### src/rtl/trigger_delay_sweep_ctrl_pkg.sv
`default_nettype none
// ============================================================================
// Module : trigger_delay_sweep_ctrl_pkg
// Brief  : Shared sweep state encoding, command codes and status bit positions.
// Rev    : 1.0
// ============================================================================
package trigger_delay_sweep_ctrl_pkg;

  typedef enum logic [1:0] {
    ST_IDLE    = 2'd0,
    ST_ARMED   = 2'd1,
    ST_HOLDOFF = 2'd2
  } sweep_state_t;

  // Command codes decoded by the UART command FSM.
  localparam logic [7:0] CMD_SWEEP_CFG    = 8'h20;
  localparam logic [7:0] CMD_SWEEP_START  = 8'h21;
  localparam logic [7:0] CMD_SWEEP_ABORT  = 8'h22;
  localparam logic [7:0] CMD_SWEEP_STATUS = 8'h23;

  // Status byte bit positions.
  localparam int STAT_BUSY_BIT = 0;
  localparam int STAT_DONE_BIT = 1;
  localparam int STAT_ERR_BIT  = 2;

endpackage
`default_nettype wire

### src/rtl/trigger_delay_sweep_ctrl.sv
`default_nettype none
// ============================================================================
// Module : trigger_delay_sweep_ctrl
// Brief  : Steps the trigger delay across a programmed range, advancing after
//          a set number of counted delayed-trigger fires per step.
// Rev    : 1.0
// ============================================================================
module trigger_delay_sweep_ctrl #(
  parameter int DELAY_W  = 32,
  parameter int REPEAT_W = 16
) (
  input  logic                clk,
  input  logic                rst,
  input  logic [DELAY_W-1:0]  cfg_start,
  input  logic [DELAY_W-1:0]  cfg_stop,
  input  logic [DELAY_W-1:0]  cfg_step,
  input  logic [REPEAT_W-1:0] cfg_repeat,
  input  logic [REPEAT_W-1:0] cfg_holdoff,
  input  logic                start,
  input  logic                abort,
  input  logic                trig_fired,
  output logic [DELAY_W-1:0]  delay_cycles,
  output logic                delay_update,
  output logic                busy,
  output logic                done,
  output logic                cfg_error,
  output logic [REPEAT_W-1:0] step_index
);
  import trigger_delay_sweep_ctrl_pkg::*;

  sweep_state_t        state_q, state_d;
  logic [DELAY_W-1:0]  delay_q, delay_d;
  logic                update_q, update_d;
  logic                busy_q, busy_d;
  logic                done_q, done_d;
  logic                err_q, err_d;
  logic [REPEAT_W-1:0] step_idx_q, step_idx_d;
  logic [REPEAT_W-1:0] rep_cnt_q, rep_cnt_d;
  logic [REPEAT_W-1:0] hold_cnt_q, hold_cnt_d;
  logic [DELAY_W-1:0]  stop_sh_q, stop_sh_d;
  logic [DELAY_W-1:0]  step_sh_q, step_sh_d;
  logic [REPEAT_W-1:0] rep_sh_q, rep_sh_d;
  logic [REPEAT_W-1:0] hold_sh_q, hold_sh_d;

  logic [DELAY_W:0]    next_w;
  logic [REPEAT_W-1:0] rep_max_w;
  logic [REPEAT_W-1:0] rep_inc_w;

  always_comb begin
    state_d    = state_q;
    delay_d    = delay_q;
    update_d   = 1'b0;
    done_d     = 1'b0;
    err_d      = 1'b0;
    step_idx_d = step_idx_q;
    rep_cnt_d  = rep_cnt_q;
    hold_cnt_d = hold_cnt_q;
    stop_sh_d  = stop_sh_q;
    step_sh_d  = step_sh_q;
    rep_sh_d   = rep_sh_q;
    hold_sh_d  = hold_sh_q;

    // Extra bit catches wrap past the top of the delay range.
    next_w    = {1'b0, delay_q} + {1'b0, step_sh_q};
    rep_max_w = (rep_sh_q == '0) ? {{(REPEAT_W-1){1'b0}}, 1'b1} : rep_sh_q;
    rep_inc_w = rep_cnt_q + 1'b1;

    case (state_q)
      ST_IDLE: begin
        if (!abort && start) begin
          if ((cfg_step == '0) || (cfg_start > cfg_stop)) begin
            err_d = 1'b1;
          end else begin
            stop_sh_d  = cfg_stop;
            step_sh_d  = cfg_step;
            rep_sh_d   = cfg_repeat;
            hold_sh_d  = cfg_holdoff;
            delay_d    = cfg_start;
            update_d   = 1'b1;
            step_idx_d = {{(REPEAT_W-1){1'b0}}, 1'b1};
            rep_cnt_d  = '0;
            hold_cnt_d = '0;
            state_d    = ST_ARMED;
          end
        end
      end
      ST_ARMED: begin
        if (abort) begin
          rep_cnt_d = '0;
          state_d   = ST_IDLE;
        end else if (trig_fired) begin
          if (rep_inc_w < rep_max_w) begin
            rep_cnt_d = rep_inc_w;
            if (hold_sh_q != '0) begin
              hold_cnt_d = hold_sh_q;
              state_d    = ST_HOLDOFF;
            end
          end else begin
            rep_cnt_d = '0;
            if (next_w[DELAY_W] || (next_w[DELAY_W-1:0] > stop_sh_q)) begin
              done_d  = 1'b1;
              state_d = ST_IDLE;
            end else begin
              delay_d    = next_w[DELAY_W-1:0];
              update_d   = 1'b1;
              step_idx_d = step_idx_q + 1'b1;
              if (hold_sh_q != '0) begin
                hold_cnt_d = hold_sh_q;
                state_d    = ST_HOLDOFF;
              end
            end
          end
        end
      end
      ST_HOLDOFF: begin
        if (abort) begin
          hold_cnt_d = '0;
          rep_cnt_d  = '0;
          state_d    = ST_IDLE;
        end else begin
          hold_cnt_d = hold_cnt_q - 1'b1;
          if (hold_cnt_q == {{(REPEAT_W-1){1'b0}}, 1'b1}) begin
            state_d = ST_ARMED;
          end
        end
      end
      default: state_d = ST_IDLE;
    endcase

    busy_d = (state_d != ST_IDLE);
  end

  always_ff @(posedge clk) begin
    if (rst) begin
      state_q    <= ST_IDLE;
      delay_q    <= '0;
      update_q   <= 1'b0;
      busy_q     <= 1'b0;
      done_q     <= 1'b0;
      err_q      <= 1'b0;
      step_idx_q <= '0;
      rep_cnt_q  <= '0;
      hold_cnt_q <= '0;
      stop_sh_q  <= '0;
      step_sh_q  <= '0;
      rep_sh_q   <= '0;
      hold_sh_q  <= '0;
    end else begin
      state_q    <= state_d;
      delay_q    <= delay_d;
      update_q   <= update_d;
      busy_q     <= busy_d;
      done_q     <= done_d;
      err_q      <= err_d;
      step_idx_q <= step_idx_d;
      rep_cnt_q  <= rep_cnt_d;
      hold_cnt_q <= hold_cnt_d;
      stop_sh_q  <= stop_sh_d;
      step_sh_q  <= step_sh_d;
      rep_sh_q   <= rep_sh_d;
      hold_sh_q  <= hold_sh_d;
    end
  end

  assign delay_cycles = delay_q;
  assign delay_update = update_q;
  assign busy         = busy_q;
  assign done         = done_q;
  assign cfg_error    = err_q;
  assign step_index   = step_idx_q;

endmodule
`default_nettype wire

### config.mk
export PLATFORM = sky130hd
export DESIGN_NAME = trigger_delay_sweep_ctrl
export DESIGN_NICKNAME = d
export VERILOG_FILES = /design/src/rtl/trigger_delay_sweep_ctrl_pkg.sv /design/src/rtl/trigger_delay_sweep_ctrl.sv
export SDC_FILE = /design/constraint.sdc
export NUM_CORES = 1
export LEC_CHECK = 0
export ABC_AREA = 1
export ABC_CLOCK_PERIOD_IN_PS = 6500
export CORE_ASPECT_RATIO = 2
export CORE_MARGIN = 5
export CORE_UTILIZATION = 45
export CTS_BUF_LIST = sky130_fd_sc_hd__clkbuf_16
export DETAILED_ROUTE_END_ITERATION = 10
export PLACE_DENSITY = 0.68
export SLEW_MARGIN = 40
export SYNTH_ARGS = -nofsm -noshare
export SYNTH_HDL_FRONTEND = slang
export SYNTH_SLANG_ARGS = --single-unit
### constraint.sdc
create_clock -name clk -period 6.5 [get_ports clk]
set_input_delay 0.65 -clock clk [delete_from_list [all_inputs] [get_ports clk]]
set_output_delay 0.65 -clock clk [all_outputs]
set_load 0.01 [all_outputs]
======== Yosys cells after proc, flatten, opt, wreduce, memory -nomap -nowiden ========
Index checks and enable logic that the tools add are counted.
storage, ports and cells
  input port bits ......................... 133
  register bits ........................... 182
  word-level logic and storage cells ...... 102
  output and inout port bits .............. 52
operators by class
  bitwise gates (word level) .............. 5
  multiplexer cells ....................... 48
  reduce and logical (&&, ||, !) cells .... 17
  order comparisons ....................... 3
  add/sub/neg operators ................... 4
  equality and inequality tests ........... 12
operators with widths
  cell                                                                   number
  16-bit 2-to-1 mux                                                      19
  32-bit 2-to-1 mux                                                      6
  16-bit case mux with 3 select lines                                    2
  32-bit greater-than comparator                                         2
  32-bit case mux with 2 select lines                                    1
  32-bit by 32-bit adder with 33-bit output                              1
  16-bit by 1-bit adder with 16-bit output (second input constant)       2
  32-bit zero test                                                       1
  16-bit case mux with 2 select lines                                    1
  2-bit 2-to-1 mux                                                       9
  16-bit by 1-bit == test with 1-bit output (second input constant)      1
  16-bit zero test                                                       1
  16-bit less-than comparator                                            1
  16-bit nonzero test                                                    1
  16-bit by 1-bit subtractor with 16-bit output (second input constant)  1
  2-bit inequality test (second input constant)                          7
  1-bit 2-to-1 mux                                                       8
  7-bit AND reduction                                                    1
  3-bit inequality test (second input constant)                          2
  2-bit case mux with 3 select lines                                     1
  6-bit AND reduction                                                    1
  1-bit inverter                                                         5
  5-bit AND reduction                                                    1
  5-bit OR reduction                                                     1
  other kinds (11)                                                       13

======== Depth between registers and ports, before layout ========
  depth after elaboration ................. 9
  gate-level depth with buffers ........... 30
  depth with buffers taken out ............ 30

======== Worst setup path after synthesis ========
No wires, ideal clock.
  path kind ............................... register to register
  from .................................... reg delay_q[0] (netlist: delay_cycles[0])
  to ...................................... reg step_idx_q[9] (netlist: step_index[9])
  arrival time ............................ 3.782 ns
  library setup time ...................... 0.132 ns
  cell stages (with the launch flop) ...... 29
  clock period less this slack ............ 3.914 ns
  buffers on the path ..................... 2
  setup slack ............................. 2.586 ns
  cell sequence ........................... dfxtp_1 -> ha_1 -> inv_1 -> fa_1 -> nand3b_1 -> nand2_1 -> a21oi_1 -> o21bai_1 -> nand2_1 -> nand2_1 -> nand2_1 -> nand2_1 -> nand2_1 -> nand2_1 -> xor2_1 -> ha_1 -> nand2_1 -> nor2_1 -> nand2_1 -> nor4b_2 -> nand4_1 -> nand2_1 -> nand2_2 -> a21oi_4 -> nand3_1 -> buf_4 -> buf_4 -> nand2_1 -> a21oi_1
on the way
  cells in the longest elaborated chain, start to end .. 5
ends and longest elaborated chain
  what                                         line                             text
  start, declared                              trigger_delay_sweep_ctrl.sv:32   logic [DELAY_W-1:0] delay_q, delay_d;
  start signal, assigned                       trigger_delay_sweep_ctrl.sv:150  delay_q <= delay_d;
  32-bit by 32-bit adder with 33-bit output *  trigger_delay_sweep_ctrl.sv:64   next_w = {1'b0, delay_q} + {1'b0, step_sh_q};
  32-bit greater-than comparator               trigger_delay_sweep_ctrl.sv:100  if (next_w[DELAY_W] || (next_w[DELAY_W-1:0] > stop_sh_q)) begin
  1-bit logical OR *                           trigger_delay_sweep_ctrl.sv:100
  2-bit inequality test (no source line) *     n/a
  7-bit AND reduction (no source line) *       n/a
  end signal, assigned                         trigger_delay_sweep_ctrl.sv:155  step_idx_q <= step_idx_d;
  end, declared                                trigger_delay_sweep_ctrl.sv:37   logic [REPEAT_W-1:0] step_idx_q, step_idx_d;
Mark *: on every way between the ends. The rest lies on a longest branch, timed or not.
A chain may end at the register's enable or synchronous reset.

======== Worst setup path in the final report ========
  from .................................... reg delay_q[5] (netlist: delay_cycles[5])
  to ...................................... reg delay_q[19] (netlist: delay_cycles[19])
on the way
  cells in the longest elaborated chain, start to end .. 6
  elaborated cells on any way between the ends .. 10
ends and longest elaborated chain
  what                                                                    line
  32-bit by 32-bit adder with 33-bit output *                             trigger_delay_sweep_ctrl.sv:64
  branches (longest 5 deep; another with 32-bit greater-than comparator)  n/a
Every way passes the cells marked *. The select of a mux whose other input is x is not followed.

==> reports/metrics.sh <==
FP-ROW-COUNT=85
TOP_USAGE_LAYER='met2'
SLEW_HEADROOM_PCT=45.7
SHARE_OF_TOTAL_POWER_IN_THE_CLOCK_NETWORK_PCT=33.0
DIE_WIDTH_UM=127
WORST-ENDPOINT-ARRIVAL_NS=5.23
SEQ_POWER_SHARE_PCT=38.5
SYNTHXORXNORAREAFRAC_PCT=3.76
MAXCLOCKFREQUENCY_GHz=0.207
NUMCTSBUFFERS=17
TIMING.CRITICAL_PATH.TO_TYPE='flop'
HTREE_NUM_LEVELS=4
DRT_ITER0_MARKERS=840
YS.FLOP_TYPE='dfxtp_1'
CRITICAL_PATH.CELL_CHAIN='ha_1 -> nand2_1 -> inv_1 -> nand2_1 -> nand2_1 -> a21oi_1 -> o21ai_1 -> a21boi_0 -> o21ai_1 -> xor2_1 -> ha_1 -> nand2_1 -> nor2_1 -> nand2_1 -> nor4b_2 -> nand4_1 -> nand2_1 -> nand2_2 -> a21oi_4 -> buf_4 -> nand4_1 -> a21oi_1'
PLACE.DETAILED.HPWL_UM=35200
COREAREA_MM2=0.0270
SYNTH_SIMPLE_GATE_AREA_SHARE_PCT=25.2
TOTAL_OF_ENDPOINTS_WITH_NEGATIVE_SETUP_SLACK_IN_THE_FINAL_REPORT=0
SYNTH_TOP_FAMILY_BY_AREA='simple AND/OR/NAND/NOR gates'
VDD_DROP_MAX_uV=195
SYNTH.YOSYS.SEQ_AREA_SHARE_PCT=29.5
POST_CTS.REPAIR.SETUP_BUFFERS=0
MAXCAPVIOLCOUNT=0
FINALCRITPERIODSHARE_PCT=74.2
GRT.MET3_USAGE_PCT=3.69
NETLIST_INSTANCES=1842
POST_SYNTH_FA_HA_MAJ_AREA_FRACTION_PCT=12.2
CLOCK_SKEW_NS=0.00987
GLOBAL_ROUTE.USAGE.MET1_PCT=24.1
FINAL_LAYOUT_SIZE_SUFFIX_GT1_SHARE_PCT=2.92
SETUP.WORST_PATH.CLASS='reg2reg'
YOSYS_WARNINGS=0
OUTCOME='completed'
SYN_NETS=2095
POWER_FRAC_COMB_PCT=28.5
REPORT.FINAL.SLEW_VIOL_COUNT=0
AREA_GROWTH_PCT=21.0
FINAL_HOLD_VIOL_COUNT=0
DIE_HEIGHT_UM=244
NNETSFINAL=2224
GRT_USAGE_PCT=28.4
ROUTING_USAGE_ON_MET2_PCT=55.9
WORST_PATH_MOST_REPEATED_CELL='nand2_1'
POSTCTSRESIZEDCELLS=0
DRT_PRE_ANTENNA_ITERS=5
SYNTH-EDFF-COUNT=0
GRT_START_MAX_NET_PINS=130
STARTPOINT_TYPE='flop'
CLOCK-SINKS=182
WORST_HOLD_SLACK_NS=0.454
WORST_EP_REQUIRED_TIME_NS=6.90
WL_PER_CELL_UM=19.1
SWITCHING_POWER_mW=1.16
YS_ASYNC_SR_FRACTION_PCT=0
ANTENNA_VIOLATIONS_BEFORE_REPAIR=0
TIMING.CRITICAL_PATH.BUF_INV=2
INSERTEDDIODECOUNT=0
POWER_DENSITY_OVER_THE_CELLS_mW_PER_MM2=217
GRT_OVERFLOW=0
DETAIL-ROUTE-ANTENNA-NETS=0
CRIT_FAMILY='simple AND/OR/NAND/NOR gates'
WIRELENGTH_UM=44600
IO_PINS=185
INTPOWER_mW=2.08
WORSTSKEWPAIRLATENCY_NS=0.47
POST_SYNTH_INSTANCE_AREA_MM2=0.0123
GRT_SETUP_UNREPAIRED='false'
CTS.HOLD.BUFFERS_ADDED=0
MUX_CELL_AREA_SHARE_AFTER_SYNTHESIS_PCT=0
DETAIL_ROUTE.DRC_VIOLATIONS=0
LEAKAGE_POWER_TOTAL_nW=6.43
GLOBAL_ROUTE_WIRE_LENGTH_BEFORE_REPAIR_UM=67800
PLACE_CONGESTION=1.02
FINAL.MIN_CLOCK_PERIOD_NS=4.82
TRITONCTS_CLOCK_TREE='built'
SLOWEST_DELAY_NS=0.43
TIGHTEST_SLEW_NS=0.814
CRIT_PATH_TOP_DELAY_CELL='buf_4'
CP_MAX_FO=41
SWITCHING_SHARE_PCT=35.8
ROUTED_VIA_DENSITY=5.52
PLACE.PORT_BUFFERS=184
TNS_NS=0
COMPOUND_CELL_AREA_SHARE_OF_THE_YOSYS_NETLIST_PCT=18.6
ROUTED-VIA-COUNT=12900
SYN_AREA_PER_CELL_UM2=6.70
NUMBER_OF_GLOBAL_ROUTE_VIAS_BEFORE_REPAIR=12900
CTS_MAX_PATH_BUFFERS=2
HP-CLASS='reg2reg'
DESIGN.DIE.AREA_MM2=0.0310
CTS-ROOT-BUF='clkbuf_16'
FLOORPLAN.INITIALDENSITY_PCT=45.7
SYNTH.FF_LATCH_COUNT=182
PATH_CLK_SLEW_NS=0.08
YS_TYPES=44
==> cells by family after synthesis <==
| kind of cell | after synthesis |
|---|---|
| AOI/OAI and AO/OA | 439 |
| buffers and inverters | 333 |
| and+or+nand+nor | 715 |
| xor gates and xnor gates | 53 |
| adders and majority gates | 120 |
| DFF | 182 |
==> flip-flops by register name, summed over array words and instances (netlist names), 2 cells and up <==
name,count
rep_cnt_q,16
stop_sh_q,32
hold_sh_q,16
hold_cnt_q,16
step_index,16
delay_cycles,32
step_sh_q,32
state_q,2
rep_sh_q,16
==> metal layers <==
metal	vias up	share of wire (%)
met5	-	0
met4	0	9.8
met3	161	4.0
met2	424	55
met1	5902	31
li1	6375	-
==> synth_stat cells (2+ instances only) <==
master | n | share of area [%]
clkbuf_1 | 48 | 1.5
dfxtp_1 | 182 | 30
o21ai_0 | 130 | 5.3
or2_2 | 2 | 0.10
buf_2 | 26 | 1.1
nor3_1 | 24 | 0.97
buf_6 | 2 | 0.18
xnor2_1 | 10 | 0.71
a211oi_1 | 3 | 0.18
nand3_2 | 2 | 0.16
nand2_1 | 385 | 12
o21bai_1 | 8 | 0.49
nand3_1 | 44 | 1.8
nor4_2 | 2 | 0.20
a21oi_1 | 259 | 11
o21ai_1 | 13 | 0.53
a31oi_1 | 3 | 0.15
xor2_1 | 43 | 3.1
o22ai_1 | 9 | 0.46
ha_1 | 119 | 12
clkbuf_2 | 2 | 0.081
inv_1 | 249 | 7.6
buf_4 | 5 | 0.30
o21a_1 | 3 | 0.18
nor4_1 | 16 | 0.81
nor2_1 | 139 | 4.2
nand4_1 | 87 | 4.4
or2_1 | 2 | 0.10
a21o_1 | 5 | 0.30
and2_1 | 6 | 0.30
==> worst min-delay path: stages, from the launching register on <==
cell	delay [ns]
dfxtp_1	0.31
inv_1	0.05
a21oi_1	0.05
==> final cells by class <==
cell class | instances | area [um^2]
clock buffers | 17 | 425
clock inverters | 15 | 155
fillers | 2723 | 12100
inverters | 250 | 938
multi-input cells | 1327 | 7400
flip-flops and latches | 182 | 3640
well taps | 348 | 435
repair buffers | 193 | 1920
==> metrics by stage <==
stage,total power [mW],util [%],worst slack [ns],instance area [um^2],std cells
final,3.24,55.2,1.68,14900,2332
after global routing,3.40,55.2,1.23,14900,2332
after detailed placement,2.18,53.0,1.44,14300,2300
after CTS,3.24,55.2,1.41,14900,2332
after global placement,2.16,53.0,1.49,14300,2300
after floorplan,1.81,-,2.59,12300,1842
==> cell usage in the layout (no fill, tap or decap), types with 2 or more instances in the layout <==
cell	n
nor4_1	16
nand2_1	385
nor2_2	2
nand3_2	2
dfxtp_1	182
o22ai_1	9
buf_6	2
a31oi_1	3
ha_1	119
inv_6	10
a21o_1	5
xnor2_1	10
nor3_1	24
o21ai_1	13
clkbuf_16	17
and2_1	6
nand3_1	43
o21bai_1	8
a21oi_1	258
o21ai_0	130
a21oi_4	2
xor2_1	43
nor2_1	138
inv_8	3
nor4_2	2
nand4_1	87
a211oi_1	3
clkdlybuf4s50_1	183
buf_4	6
o21a_1	3
inv_1	249
or2_2	2
==> final timing paths <==
path	cells after the start	slack, ns	startpoint	end
worst max-delay path	22	1.68	delay_cycles[5]	delay_cycles[19]
worst min-delay path	2	0.45	step_sh_q[0]	step_sh_q[0]
worst max register to register	22	1.68	delay_cycles[5]	delay_cycles[19]
worst min register to register	2	0.45	step_sh_q[0]	step_sh_q[0]
==> power groups by stage <==
stage	combinational (mW)	clock (mW)	sequential, mW
after floorplan	0.560	0	1.25
after global placement	0.897	0	1.27
after detailed placement	0.910	0	1.27
after CTS	0.915	1.09	1.24
after global routing	1.02	1.13	1.25
final	0.923	1.07	1.24
Power figures use the tool's default switching activity.
